--- src/rtl/debounce_multi_channel.sv ---
// debounce_multi_channel
// Multi-channel switch debouncer. Each channel synchronises its raw input,
// then qualifies every level change with a per-direction hold time before
// updating the debounced output and emitting a one-cycle rise/fall pulse.
// Channels are fully independent; any_event summarises all pulses of a cycle.

module debounce_multi_channel #(
    parameter int               WIDTH        = 8,
    parameter int               SYNC_STAGES  = 2,
    parameter int               RISE_TIMEOUT = 50000,
    parameter int               FALL_TIMEOUT = 50000,
    parameter logic [WIDTH-1:0] INIT_LEVEL   = {WIDTH{1'b0}}
) (
    input  logic             clk,
    input  logic             reset_n,
    input  logic [WIDTH-1:0] data_in,
    output logic [WIDTH-1:0] data_out,
    output logic [WIDTH-1:0] rise_pulse,
    output logic [WIDTH-1:0] fall_pulse,
    output logic             any_event
);

    localparam int MAX_T = (RISE_TIMEOUT > FALL_TIMEOUT) ? RISE_TIMEOUT : FALL_TIMEOUT;
    localparam int CNT_W = $clog2(MAX_T + 1);

    // Terminal counts: reaching T-1 while the new level still holds means
    // T+1 consecutive identical samples have been seen.
    localparam logic [CNT_W-1:0] RISE_LAST = CNT_W'(RISE_TIMEOUT - 1);
    localparam logic [CNT_W-1:0] FALL_LAST = CNT_W'(FALL_TIMEOUT - 1);

    typedef enum logic {
        IDLE = 1'b0,
        QUAL = 1'b1
    } state_t;

    logic [WIDTH-1:0] sync_q [SYNC_STAGES];
    logic [WIDTH-1:0] s_level;
    logic [WIDTH-1:0] data_out_d;
    logic [WIDTH-1:0] rise_d;
    logic [WIDTH-1:0] fall_d;

    // Synchroniser chain: every stage resets to the channel's initial level
    // so a freshly reset channel sees no phantom transition.
    always_ff @(posedge clk) begin
        if (!reset_n) begin
            for (int k = 0; k < SYNC_STAGES; k++) begin
                sync_q[k] <= INIT_LEVEL;
            end
        end else begin
            sync_q[0] <= data_in;
            for (int k = 1; k < SYNC_STAGES; k++) begin
                sync_q[k] <= sync_q[k-1];
            end
        end
    end

    assign s_level = sync_q[SYNC_STAGES-1];

    // Per-channel qualification FSM and counter.
    for (genvar i = 0; i < WIDTH; i++) begin : g_chan
        state_t           state_q;
        state_t           state_d;
        logic [CNT_W-1:0] cnt_q;
        logic [CNT_W-1:0] cnt_d;
        logic             level_d;
        logic             rise_c;
        logic             fall_c;
        logic [CNT_W-1:0] last_cnt;

        // The hold time depends on the direction of the pending change,
        // which is fixed by the current debounced level.
        assign last_cnt = data_out[i] ? FALL_LAST : RISE_LAST;

        // State and counter register.
        always_ff @(posedge clk) begin
            if (!reset_n) begin
                state_q <= IDLE;
                cnt_q   <= '0;
            end else begin
                state_q <= state_d;
                cnt_q   <= cnt_d;
            end
        end

        // Next state: a differing sample opens a qualification window, any
        // matching sample inside it aborts, and reaching the terminal count
        // commits the new level together with its pulse.
        always_comb begin
            state_d = IDLE;
            cnt_d   = '0;
            level_d = data_out[i];
            rise_c  = 1'b0;
            fall_c  = 1'b0;
            case (state_q)
                IDLE: begin
                    if (s_level[i] != data_out[i]) begin
                        state_d = QUAL;
                    end
                end
                QUAL: begin
                    if (s_level[i] == data_out[i]) begin
                        state_d = IDLE;
                    end else if (cnt_q == last_cnt) begin
                        level_d = s_level[i];
                        rise_c  = s_level[i];
                        fall_c  = ~s_level[i];
                    end else begin
                        state_d = QUAL;
                        cnt_d   = cnt_q + 1'b1;
                    end
                end
                default: begin
                    state_d = IDLE;
                end
            endcase
        end

        assign data_out_d[i] = level_d;
        assign rise_d[i]     = rise_c;
        assign fall_d[i]     = fall_c;
    end

    // Output registers: level, pulses and the summary event all update on
    // the same edge so downstream logic sees them aligned.
    always_ff @(posedge clk) begin
        if (!reset_n) begin
            data_out   <= INIT_LEVEL;
            rise_pulse <= '0;
            fall_pulse <= '0;
            any_event  <= 1'b0;
        end else begin
            data_out   <= data_out_d;
            rise_pulse <= rise_d;
            fall_pulse <= fall_d;
            any_event  <= |(rise_d | fall_d);
        end
    end

endmodule

--- config.mk ---
export PLATFORM = sky130hd
export DESIGN_NAME = debounce_multi_channel
export DESIGN_NICKNAME = d
export VERILOG_FILES = /design/src/rtl/debounce_multi_channel.sv
export SDC_FILE = /design/constraint.sdc
export NUM_CORES = 1
export LEC_CHECK = 0
export ABC_AREA = 1
export BUFFER_PORTS_ARGS = -buffer_cell sky130_fd_sc_hd__buf_2
export CAP_MARGIN = 20
export CORE_AREA = 2 2 133 135
export CTS_CLUSTER_DIAMETER = 80
export DETAILED_ROUTE_END_ITERATION = 10
export DIE_AREA = 0 0 135 137
export MAX_ROUTING_LAYER = met4
export PLACE_DENSITY_LB_ADDON = 0.25
export SLEW_MARGIN = 20
export SYNTH_ARGS = -nofsm -noshare
export SYNTH_HDL_FRONTEND = slang
export SYNTH_SLANG_ARGS = --single-unit
--- constraint.sdc ---
create_clock -name clk -period 1.9 [get_ports clk]
set_input_delay 0.38 -clock clk [delete_from_list [all_inputs] [get_ports clk]]
set_output_delay 0.38 -clock clk [all_outputs]
set_load 0.005 [all_outputs]
==> impl_metrics.env <==
export IMPL_r2r_end="g_chan[7].cnt_q[13]"
export IMPL_fin_nets=1096
export IMPL_fin_area_sq_mm=0.00871
export IMPL_synth_distinct_cells=40
export IMPL_synth_simple_gate_area_share_pct=34.1
export IMPL_ir_drop_mv=0.692
export IMPL_htreeDepth=4
export IMPL_worst_setup_path_end_kind="register"
export IMPL_diodes=0
export IMPL_synthFlopType="dfxtp_1"
export IMPL_min_path_type="input pin to register"
export IMPL_timing_rr_start="g_chan[7].cnt_q[0]"
export IMPL_ys_seq_area_share_pct=45.8
export IMPL_syn_inst=1035
export IMPL_grt_pass1_vias=5772
export IMPL_synth_warnings=0
export IMPL_start_kind="register"
export IMPL_hold_end="sync_q[0][6]"
export IMPL_synth_largest_area_cell="dfxtp_1"
export IMPL_die_width_um=135
export IMPL_dpl_worst_slack_ps=150
export IMPL_hold_buffers=0
export IMPL_grtUsageTotal_pct=17.3
export IMPL_routed_wl_um=14300
export IMPL_synthTopCellsByCount="192 x nand2_1, 177 x dfxtp_1, 170 x nor2_1"
export IMPL_drive_above_1_share_pct=10.8
export IMPL_slew_limit_headroom_pct=72.7
export IMPL_final_cells=1316
export IMPL_vias=6257
export IMPL_core_sq_mm=0.0171
export IMPL_routabilityCongestion=0.834
export IMPL_critPathKind="register to register"
export IMPL_wl_per_cell_um=10.9
export IMPL_ys_seq_elements=177
export IMPL_cts_tree="done"
export IMPL_tightest_slew_ps=410
export IMPL_synth_fa_ha_area_share_pct=1.30
export IMPL_syn2layout_area_growth_pct=12.6
export IMPL_avgSynthCellArea_sq_um=7.47
export IMPL_dp_cells=1284
export IMPL_rows=48
export IMPL_synthDominantCellAreaShare_pct=45.8
export IMPL_whs_path_depth=3
export IMPL_numClockSinks=177
export IMPL_clock_fmax_ghz=0.599
export IMPL_antenna_found_initial=0
export IMPL_hpwl_um=10300
export IMPL_arrival_ps=2000
export IMPL_drc=0
export IMPL_ios=35
export IMPL_post_route_min_period_ps=1670
export IMPL_grt_pass1_wl_um=25200
export IMPL_cts_buffer_depth=2
export IMPL_drtPass1Iterations=5
export IMPL_async_flop_share_pct=0
export IMPL_rsz0062_at_grt="no"
export IMPL_synth_mux_area_share_pct=0
export IMPL_p_leak_nw=3.26
export IMPL_hp_start="data_in[6]"
export IMPL_synth_top_family_by_area="simple AND/OR/NAND/NOR gates"
export IMPL_status="finished clean"
export IMPL_die_h_um=137
export IMPL_finClkSkew_ps=10.7
export IMPL_fillers=1706
export IMPL_vias_per_cell=4.75
export IMPL_critPathLaunch="g_chan[7].cnt_q[0]"
export IMPL_antenna_left=0
export IMPL_cts_root_buf="clkbuf_16"
export IMPL_start_util_pct=45.3
export IMPL_path_clk_slew_ps=70
export IMPL_hold_viol=0
export IMPL_synthesis_nets=1053
export IMPL_cp_max_fo=14
export IMPL_synth_xor_area_share_pct=4.31
export IMPL_cp_required_ps=2230
export IMPL_yosysMostFrequentCell="nand2_1"
export IMPL_clock_latency_ps=440
export IMPL_placed_cell_area_sq_mm=0.00811
export IMPL_synth_edf_count=0
export IMPL_synthTopCellsByArea="dfxtp_1 46%, nand2_1 9.3%, nor2_1 8.3%"
export IMPL_finalSetupTns_ps=0
export IMPL_cts_made_buffers=17
export IMPL_grt_max_degree=23
export IMPL_overflow=0
export IMPL_syn_area_sq_mm=0.00773
export IMPL_finalCritPeriodShare_pct=87.9
export IMPL_synth_compound_area_share_pct=5.96
export IMPL_slew_viol_final=0
export IMPL_first_iter_violations=333
export IMPL_worst_r2r_cell_count=10
export IMPL_io_buffers=34
export IMPL_powerDensity_mw_per_mm2=833
export IMPL_worst_slack_ps=230
export IMPL_r2r_setup_slack_ps=230
export IMPL_setup_viol=0
export IMPL_dieArea_sq_mm=0.0185
export IMPL_cap_violations=0
[kinds of logic (layout without fill, tap and decap cells)]
kind of cell    count (synthesis)  after routing
flops                         177            177
fa+ha+maj                       8              8
xor+xnor                       38             38
simple gates                  566            566
compound gates                 83             83
buf+inv                       163            219
[repair_timing]
item                       CTS  global route
setup endpoints to repair    0             4
gates resized for setup      0             2
buffers inserted             0             0
[worst max-delay path, stage by stage, from the launching register on]
cell and delay [ps]:
dfxtp_1 360, ha_1 190, nand2_1 110, inv_1 90
nand2_1 70, nor2_1 180, nand2_1 150, nand2_4 190
inv_1 90, o21ai_1 80, a21oi_1 50
[metal layers]
layer	up-vias	wire length [um]	GRT usage, %
met5	-	0	-
met4	0	175	5.15
met3	12	426	4.93
met2	56	6370	27.4
met1	2800	7380	21.5
li1	3389	-	-
[cells in the final DEF (no fill, tap or decap), drive strengths merged, types with 4 or more instances in the layout]
master  instances
nand2         200
nand4          24
xnor2          10
xor2           28
nor4            9
nand3b          4
ha              8
buf            37
or2             9
nor2          183
clkbuf         17
inv           155
nor3           56
nor3b          12
a211oi          5
o21bai          5
dfxtp         177
clkinv          6
nand3          67
o21ai          22
a21oi          43
[flip-flops by register name (all words and copies together) (netlist names)]
register        flops
fall_pulse          8
sync_q             16
rise_pulse          8
data_out            8
any_event           1
g_chan.state_q      8
g_chan.cnt_q      128
[final cells by class]
type / count / area [sq um] / area share, %
multi-input combinational: 695 / 3540 / 40.7
sequential: 177 / 3540 / 40.7
inverter: 150 / 563 / 6.47
clock buffer: 17 / 425 / 4.89
tap: 225 / 282 / 3.23
timing repair buffer: 37 / 193 / 2.21
clock inverter: 15 / 155 / 1.78
[per-stage QoR]
stage / total power [mW] / utilization [%] / hold slack (ps)
floorplan: 3.87 / - / 390
global placement: 3.90 / 47.6 / 394
detailed placement: 3.90 / 47.6 / 400
CTS: 7.35 / 51.0 / 110
global route: 7.49 / 51.0 / 130
finish: 7.26 / 51.0 / 131
[how the worst max path moves through the flow]
stage	end	slack [ps]	cells past startpoint
floorplan	g_chan[7].cnt_q[5]	500	9
global placement	g_chan[7].cnt_q[13]	210	10
CTS	g_chan[7].cnt_q[13]	140	10
detailed placement	g_chan[7].cnt_q[13]	150	10
global route	g_chan[6].cnt_q[15]	5	9
finish	g_chan[7].cnt_q[13]	230	10
[report_power, final]
part	switching [mW]	internal, mW	total [mW]	leakage, nW
clock network	1.59	1.85	3.44	0.276
registers	0.0105	3.73	3.74	1.43
logic	0.0510	0.0242	0.0753	1.56
(Power assumes the default switching activity.)
